**src/rtl/barrel_shifter_pipe.sv**
```systemverilog
// Pipelined SRL/SRA/SLL/ROR barrel shifter with valid/ready handshake and global stall.
// Optional flag outputs (out_zero, out_carry) are enabled by defining BSH_FLAGS_EN.
module barrel_shifter_pipe #(
    parameter int unsigned WIDTH     = 64,
    parameter int unsigned REG_EVERY = 2,
    localparam int unsigned SH_W     = $clog2(WIDTH)
) (
    input  logic             clk,
    input  logic             rst,
    input  logic             in_valid,
    output logic             in_ready,
    input  logic [WIDTH-1:0] in_data,
    input  logic [SH_W-1:0]  in_shamt,
    input  logic [1:0]       in_op,
    output logic             out_valid,
    input  logic             out_ready,
    output logic [WIDTH-1:0] out_data
`ifdef BSH_FLAGS_EN
    ,
    output logic             out_zero,
    output logic             out_carry
`endif
);

    localparam int unsigned NSTG = (SH_W + REG_EVERY - 1) / REG_EVERY;
    // Slices that still need shamt/op for later layers.
    localparam int unsigned NMID = (NSTG > 1) ? NSTG - 1 : 1;

    typedef enum logic [1:0] {
        OpSrl = 2'b00,
        OpSra = 2'b01,
        OpSll = 2'b10,
        OpRor = 2'b11
    } op_e;

    // Applies the mux layers owned by one slice, LSB-first.
    function automatic logic [WIDTH-1:0] shift_layers(input logic [WIDTH-1:0] d,
                                                      input logic [SH_W-1:0]  sh,
                                                      input logic [1:0]       op,
                                                      input int unsigned      stage);
        logic [WIDTH-1:0] r;
        int unsigned      lo;
        int unsigned      hi;
        r  = d;
        lo = stage * REG_EVERY;
        hi = (lo + REG_EVERY > SH_W) ? SH_W : lo + REG_EVERY;
        for (int unsigned k = 0; k < SH_W; k++) begin
            if (k >= lo && k < hi && sh[k]) begin
                case (op_e'(op))
                    OpSrl:   r = r >> (1 << k);
                    OpSra:   r = $signed(r) >>> (1 << k);
                    OpSll:   r = r << (1 << k);
                    default: r = (r >> (1 << k)) | (r << (WIDTH - (1 << k)));
                endcase
            end
        end
        return r;
    endfunction

    logic [WIDTH-1:0] data_q   [NSTG];
    logic             valid_q  [NSTG];
    logic [SH_W-1:0]  shamt_q  [NMID];
    logic [1:0]       op_q     [NMID];
    logic [WIDTH-1:0] nxt_data [NSTG];
    logic             stall;

    assign stall    = valid_q[NSTG-1] & ~out_ready;
    assign in_ready = ~stall;

    always_comb begin
        nxt_data    = '{default: '0};
        nxt_data[0] = shift_layers(in_data, in_shamt, in_op, 0);
        for (int unsigned s = 1; s < NSTG; s++) begin
            nxt_data[s] = shift_layers(data_q[s-1], shamt_q[s-1], op_q[s-1], s);
        end
    end

    always_ff @(posedge clk) begin
        if (rst) begin
            for (int unsigned s = 0; s < NSTG; s++) begin
                data_q[s]  <= '0;
                valid_q[s] <= 1'b0;
            end
            for (int unsigned m = 0; m < NMID; m++) begin
                shamt_q[m] <= '0;
                op_q[m]    <= '0;
            end
        end else if (!stall) begin
            // in_ready is 1 whenever we get here, so in_valid alone marks an accept.
            data_q[0]  <= nxt_data[0];
            valid_q[0] <= in_valid;
            shamt_q[0] <= in_shamt;
            op_q[0]    <= in_op;
            for (int unsigned s = 1; s < NSTG; s++) begin
                data_q[s]  <= nxt_data[s];
                valid_q[s] <= valid_q[s-1];
            end
            for (int unsigned m = 1; m < NMID; m++) begin
                shamt_q[m] <= shamt_q[m-1];
                op_q[m]    <= op_q[m-1];
            end
        end
    end

    assign out_valid = valid_q[NSTG-1];
    assign out_data  = data_q[NSTG-1];

`ifdef BSH_FLAGS_EN
    logic [SH_W-1:0] carry_idx;
    logic            carry_in;
    logic            carry_q [NSTG];
    logic            zero_q;

    // The last bit shifted out is known up front, so it rides along with the data.
    always_comb begin
        carry_idx = (op_e'(in_op) == OpSll) ? (SH_W'(0) - in_shamt) : (in_shamt - SH_W'(1));
        carry_in  = (in_shamt != '0) & in_data[carry_idx];
    end

    always_ff @(posedge clk) begin
        if (rst) begin
            for (int unsigned s = 0; s < NSTG; s++) begin
                carry_q[s] <= 1'b0;
            end
            zero_q <= 1'b0;
        end else if (!stall) begin
            carry_q[0] <= carry_in;
            for (int unsigned s = 1; s < NSTG; s++) begin
                carry_q[s] <= carry_q[s-1];
            end
            zero_q <= ~|nxt_data[NSTG-1];
        end
    end

    assign out_carry = carry_q[NSTG-1];
    assign out_zero  = zero_q;
`endif

endmodule
```
**config.mk**
```make
export PLATFORM = sky130hd
export DESIGN_NAME = barrel_shifter_pipe
export DESIGN_NICKNAME = d
export VERILOG_FILES = /design/src/rtl/barrel_shifter_pipe.sv
export SDC_FILE = /design/constraint.sdc
export NUM_CORES = 1
export LEC_CHECK = 0
export ABC_AREA = 1
export CAP_MARGIN = 20
export CORE_MARGIN = 5
export CORE_UTILIZATION = 30
export DETAILED_ROUTE_END_ITERATION = 8
export GPL_TIMING_DRIVEN = 0
export PLACE_DENSITY = 0.47
export SYNTH_ARGS = -nofsm -noshare
export SYNTH_HDL_FRONTEND = slang
export SYNTH_SLANG_ARGS = --single-unit
```
**constraint.sdc**
```tcl
create_clock -name clk -period 7.48 [get_ports clk]
set_clock_uncertainty 0.05 [all_clocks]
set_input_delay 0.748 -clock clk [delete_from_list [all_inputs] [get_ports clk]]
set_output_delay 0.748 -clock clk [all_outputs]
set_load 0.01 [all_outputs]
```
==> summary.md, run 1 <==
| Metric | Value |
|---|---|
| Outcome | finished clean |
| DIE HEIGHT | about 240 um |
| Least-Margin Pin Slew | slightly below 0.9 ns |
| CP most frequent cell | nand2_1 |
| Initial Utilization | 0.3014 |
| Antenna violation net count after detailed routing | 0 |
| Post-CTS setup buffer count | 0 |
| Sequential fraction of the synthesis area | 0.3810 |
| Synthesis-to-finish area growth | 19.36% |
| Io pins | between 100 and 150 |
| Largest net degree at the start of global routing | 66 |
| Slew Limit Fails | 0 |
| Critical path type | input pin to register |
| TritonRoute pass-1 iters | 8 |
| Overall Power | between 3 and 4 mW |
| Slowest stage delay, CP | between 0.6 and 0.7 ns |
| Final Net Count | 2584 |
| Fill cells | between 5000 and 6000 |
| Synth Cell Area | around 16000 sq um |
| Root buf cell | clkbuf_16 |
| Leakage | approximately 8.5 nW |
| H-tree depth | 1 |
| Sink Count | between 200 and 250 |
| Min Hold Slack | 0.4945 ns |
| Crit path from | out_ready |
| Worst hold path class | register to register |
| Hold Buf Count CTS | 0 |
| Aggregate global routing overflow | 0 |
| Die Area | 58600 sq um |
| Slew Limit Headroom | 0.4016 |
| Routed length per placed instance | approximately 23 um |
| Peak VDD IR | about 0.13 mV |
| Syn avg cell area | between 6 and 7 sq um |
| CP Max Fanout | 10 |
| Startpoint types | input pin |
| Final hold violations | 0 |
| Worst Slack Setup Final | 4.560 ns |
| Via/cell ratio | 5.299 |
| Later-pin clock latency in the skew report | roughly 0.54 ns |
| Final Cycle Share | 0.3903 |
| Cells along the critical path | clkdlybuf4s50_1 > inv_1 > nand2_1 > nand2_1 > clkinv_1 > clkbuf_1 > clkbuf_1 > nand2_1 > inv_1 |
| Total CTS buffers | 25 |
| Reg clk slew, reported paths | approximately 0.06 ns |
| Mapped Cells | about 2300 |
| CP max-delay cell | clkbuf_1 |
| R2r startpoint | valid_q[0][2] |
| Final setup TNS | 0 ns |
| First-pass GRT wire length | ~110000 um |
| Synth cell types | 20 |
| RSZ-0062 raised after global routing | no |
| Layout cells sized above 1 | 0.1236 |
| Core area | ~54000 sq um |
| Post-cts resize count | 0 |
| YS warnings | 0 |
| CTS tree | yes |
| Fmax achieved | between 300 and 400 MHz |
| Worst Path Arrival | about 3.3 ns |
| Row count | 85 |
| Crit Reg-Reg Endpoint | data_q[0][58] |
| CP Capture Type | register |
| Ant. Diodes | 0 |
| Dpl ws | slightly below 4 ns |
| Width of the die | around 240 um |
| Worst reg2reg setup slack | roughly 4.8 ns |
| Critical Path RT | between 7 and 8 ns |
| Clock buffer depth | 3 |
| DR iter-0 viols | 1441 |
| Max-Cap Viols | 0 |
| Net Count, Synth | 2415 |
| Drt drc | 0 |
| Vias | 17060 |
| CP endpoint | data_q[0][58] |
| Vias in the first global route | roughly 17000 |
| GRT Util Overall | 0.2435 |
| Final HPWL from detailed placement | around 61000 um |
| Setup violators final | 0 |
| Yosys reg bits | between 200 and 250 |
| RePlAce Congestion | slightly above 1 |
| Final wirelength | between 70000 and 80000 um |
| Number of buffers added on ports | about 140 |
| Initial antenna violation count | 0 |
| Worst Reg2Reg Path Length in Cells | 7 |
| Pwr Density | about 200 nW/um^2 |
| Final min period | slightly below 3 ns |
[Yosys cell counts]
cell type	n	area, sq um
o211ai_1	31	232.7
nor2_1	103	386.6
buf_4	71	533.0
buf_2	59	295.3
edfxtp_1	205	6156
o21ai_0	39	195.2
inv_1	168	630.6
or2_2	134	838.3
nand2_2	2	12.51
clkbuf_1	92	345.3
nand3_1	835	4179
a21oi_1	52	260.3
nor2_4	2	22.52
inv_2	5	18.77
nor2_2	2	12.51
clkinv_1	1	3.750
o21ai_1	11	55.05
nand2_1	506	1899
buf_1	20	75.07
nand4_1	1	6.260
[metal layers]
layer | vias up | GRT usage | wire length, um
met5 | - | 0 | 0
met4 | 0 | 0.1407 | 5021
met3 | 185 | 0.02052 | 3128
met2 | 661 | 0.4452 | 37550
met1 | 8007 | 0.2783 | 28350
li1 | 8211 | - | -
[sequential cells by signal (all words and copies together), names as in the netlist]
register / flops
op_q: 4
shamt_q: 6
data_q: 192
valid_q: 3
[kinds of logic (layout without fill, tap and decap cells)]
kind of cell | Yosys count | count (layout) | share of synthesized area
AO/OA/AOI/OAI | 133 | 133 | 0.04600
buffers and inverters | 416 | 601 | 0.1177
flip-flops | 205 | 205 | 0.3810
AND/OR/NAND/NOR | 1585 | 1585 | 0.4553
[where the power goes]
part	internal [mW]	switching (mW)
sequential	1.41	0.146
clock	0.678	0.482
combinational	0.396	0.643
total	2.48	1.27
[worst min path at each step]
stage / slack, ns / startpoint / to / cells past startpoint
CTS: 0.50 / shamt_q[0][5] / shamt_q[0][11] / 2
floorplan: 0.47 / shamt_q[0][4] / shamt_q[0][10] / 2
global placement: 0.48 / valid_q[0][0] / valid_q[0][1] / 2
global route: 0.54 / valid_q[0][1] / valid_q[0][2] / 2
finish: 0.49 / shamt_q[0][5] / shamt_q[0][11] / 2
detailed placement: 0.49 / shamt_q[0][5] / shamt_q[0][11] / 2
[stage by stage]
step	instance area (sq um)	instances	utilization
3_5_place_dp	18520	3177	0.3454
2_1_floorplan	16160	2339	-
3_3_place_gp	18430	3174	0.3437
5_1_grt	19290	3220	0.3598
6_report	19290	3220	0.3598
4_1_cts	19290	3220	0.3598
[cell usage in the layout (no fill, tap or decap)]
master | netlist | routed
nand3_1 | 835 | 834
nand2_1 | 506 | 506
edfxtp_1 | 205 | 205
inv_1 | 168 | 168
clkdlybuf4s50_1 | 0 | 139
or2_2 | 134 | 134
nor2_1 | 103 | 103
clkbuf_1 | 92 | 95
buf_4 | 71 | 71
buf_2 | 59 | 59
a21oi_1 | 52 | 52
o21ai_0 | 39 | 39
o211ai_1 | 31 | 31
clkbuf_16 | 0 | 25
buf_1 | 20 | 20
o21ai_1 | 11 | 11
clkinv_1 | 1 | 8
inv_2 | 5 | 5
clkinvlp_4 | 0 | 3
buf_16 | 0 | 3
nor2_4 | 2 | 2
nand2_2 | 2 | 2
nor2_2 | 2 | 2
bufinv_16 | 0 | 2
nand3_4 | 0 | 1
nand4_1 | 1 | 1
inv_6 | 0 | 1
inv_8 | 0 | 1
clkinv_2 | 0 | 1
[critical path: cells and delay by family]
kind / cells / cell delay, ns
buf+inv: 6 / 2.18
simple gates: 3 / 0.32
[layout make-up]
| class | count | area, sq um | share of cell area |
|---|---|---|---|
| clock inverter | 15 | 133.9 | 0.006942 |
| buffer | 242 | 1249 | 0.06475 |
| timing repair buffer | 142 | 1474 | 0.07642 |
| tap | 696 | 870.8 | 0.04515 |
| inverter | 174 | 653.1 | 0.03387 |
| multi-input combinational | 1718 | 8113 | 0.4207 |
| clock buffer | 28 | 636.9 | 0.03302 |
| sequential | 205 | 6156 | 0.3192 |
No activity file was read; power rests on OpenSTA's default activity.
==> inputs of run 2 (changes only) <==
--- a/config.mk
+++ b/config.mk
@@ -11,7 +11,7 @@
 export CORE_UTILIZATION = 30
 export DETAILED_ROUTE_END_ITERATION = 8
 export GPL_TIMING_DRIVEN = 0
-export PLACE_DENSITY = 0.47
+export PLACE_DENSITY = 0.45
 export SYNTH_ARGS = -nofsm -noshare
 export SYNTH_HDL_FRONTEND = slang
 export SYNTH_SLANG_ARGS = --single-unit
==> constraint.sdc (replaced) <==
create_clock -name clk -period 3 [get_ports clk]
set_clock_uncertainty 0.05 [all_clocks]
set_input_delay 0.3 -clock clk [delete_from_list [all_inputs] [get_ports clk]]
set_output_delay 0.3 -clock clk [all_outputs]
set_load 0.01 [all_outputs]
==> run 2 against run 1 <==
  * Die area is the same
  * Critical path depth shrank 2
  * Via count shrank 0.25%
  * Sequential cell count is the same
  * Clock power grew to 2.6 times the previous value
  * First-iteration DRC count shrank 1.8%
  * Critical endpoint is now data_q[0][74]
==> summary.md, run 2 (synthesis gave the netlist of run 1 again) <==
| Metric | Value |
|---|---|
| Comb power frac | 0.278 |
| Final Cycle Share | 0.8937 |
| Hold Buf Count CTS | 0 |
| Peak VDD IR | between 0.3 and 0.4 mV |
| Regs by FF count | data_q x192, shamt_q x6, op_q x4 |
| Psw | around 3.2 mW |
| Aggregate global routing overflow | 0 |
| Final hold violations | 0 |
| Dpl ws | -0.05412 ns |
| Setup violators final | 0 |
| Reg clk slew, reported paths | ~0.06 ns |
| Initial Utilization | 0.3014 |
| Initial antenna violation count | 0 |
| Critical path type | register to register |
| Core area | roughly 54000 sq um |
| H-tree depth | 1 |
| Io pins | 142 |
| Slew Limit Headroom | 0.3363 |
| Min Hold Slack | approximately 0.35 ns |
| Width of the die | approximately 240 um |
| Routed length per placed instance | approximately 24 um |
| Clock buffer depth | 3 |
| Final HPWL from detailed placement | 64040 um |
| Final wirelength | between 70000 and 80000 um |
| Outcome | finished clean |
| Layout cells sized above 1 | 0.1240 |
| Overall Power | about 9.5 mW |
| Vias in the first global route | 16980 |
| DR iter-0 viols | roughly 1400 |
| Synthesis-to-finish area growth | 19.57% |
| Final setup TNS | 0 ns |
| Final Net Count | roughly 2600 |
| Fill cells | a little under 6000 |
| Via/cell ratio | between 5 and 6 |
| Power share of the clock group | 0.316 |
| Switch share | 0.3370 |
| Post-CTS setup buffer count | 0 |
| Commonest non-fill, non-tap cell in the layout | nand3_1 |
| Later-pin clock latency in the skew report | ~0.54 ns |
| Slew Limit Fails | 0 |
| Pwr Density | ~490 nW/um^2 |
| Worst Path Arrival | 3.04 ns |
| Row count | 85 |
| Most frequent cells in the layout | 834 x nand3_1, 506 x nand2_1, 205 x edfxtp_1, 168 x inv_1, 139 x clkdlybuf4s50_1 |
| Sink Count | about 210 |
| Post-layout util | 0.3604 |
| Ant. Diodes | 0 |
| Worst hold path class | input pin to register |
| Die Area | 58600 sq um |
| TritonRoute pass-1 iters | 9 |
| Total CTS buffers | 24 |
| CTS tree | yes |
| Max-Cap Viols | 0 |
| Largest net degree at the start of global routing | 67 |
| GRT Util Overall | 0.2531 |
| Post-cts resize count | 0 |
| Drt drc | 0 |
| RePlAce Congestion | approximately 0.98 |
| Least-Margin Pin Slew | roughly 1.0 ns |
| Vias | 17020 |
| Number of buffers added on ports | 139 |
| Root buf cell | clkbuf_16 |
| Reg with most FFs | data_q |
| CP Capture Type | register |
| CP Max Fanout | 10 |
| RSZ-0062 raised after global routing | no |
| First-pass GRT wire length | between 100000 and 150000 um |
| Final min period | approximately 2.7 ns |
| Fmax achieved | about 370 MHz |
| Sequential Power Share | 0.406 |
| Antenna violation net count after detailed routing | 0 |
| Max reg flops | approximately 190 |
| Startpoint types | register |
| Worst Slack Setup Final | ~0.32 ns |
| DIE HEIGHT | ~240 um |
| Critical Path RT | 3.36 ns |
| Leakage | 8.573 nW |
| Int Power | 6.271 mW |
run 2: cell types whose count changed in the layout (fill, tap and decap cells not counted), sizes merged:
cell      delta
bufinv       +1
clkbuf       -2
clkinv       +4
clkinvlp     -2
run 2: final timing paths:
kind	start	to	slack (ns)	cells past startpoint
min reg2reg	shamt_q[0][4]	shamt_q[0][10]	0.50	2
min	in_shamt[5]	shamt_q[0][5]	0.35	3
max	valid_q[0][2]	data_q[0][74]	0.32	7
max reg2reg	valid_q[0][2]	data_q[0][74]	0.32	7
run 2: layout make-up:
type / count / area (sq um) / share of cell area
well taps: 696 / 870.8 / 0.04507
plain buffers: 242 / 1249 / 0.06463
multi-input cells: 1718 / 8113 / 0.4199
flip-flops and latches: 205 / 6156 / 0.3186
clock inverters: 18 / 175.2 / 0.009067
repair buffers: 142 / 1474 / 0.07629
clock buffers: 26 / 629.4 / 0.03258
inverters: 174 / 653.1 / 0.03381
run 2: stage by stage:
stage	cell area (sq um)	cells
after floorplan	16170	2339
after global placement	18430	3174
after detailed placement	18520	3177
after CTS	19320	3221
after global routing	19320	3221
final	19320	3221
run 2: critical path: stages, from the launching register on:
cell	delay, ns
edfxtp_1	0.44
nand2_1	0.12
nand2_1	0.09
clkinv_1	0.23
clkbuf_1	0.72
clkbuf_1	0.58
nand2_1	0.22
inv_1	0.08
run 2: layer usage:
metal | global-route usage | up-vias | share of wire
met1 | 0.2801 | 7943 | 0.37
met5 | 0 | - | 0
met3 | 0.01887 | 196 | 0.039
met2 | 0.4806 | 674 | 0.52
li1 | - | 8209 | -
met4 | 0.1366 | 0 | 0.064
run 2: power groups by stage:
| stage | logic (mW) | registers [mW] | clock network (mW) |
|---|---|---|---|
| detailed placement | 2.62 | 3.90 | 0 |
| global placement | 2.62 | 3.90 | 0 |
| CTS | 2.62 | 3.84 | 3.07 |
| global route | 2.87 | 3.86 | 3.17 |
| finish | 2.63 | 3.84 | 2.99 |
| floorplan | 1.61 | 3.68 | 0 |
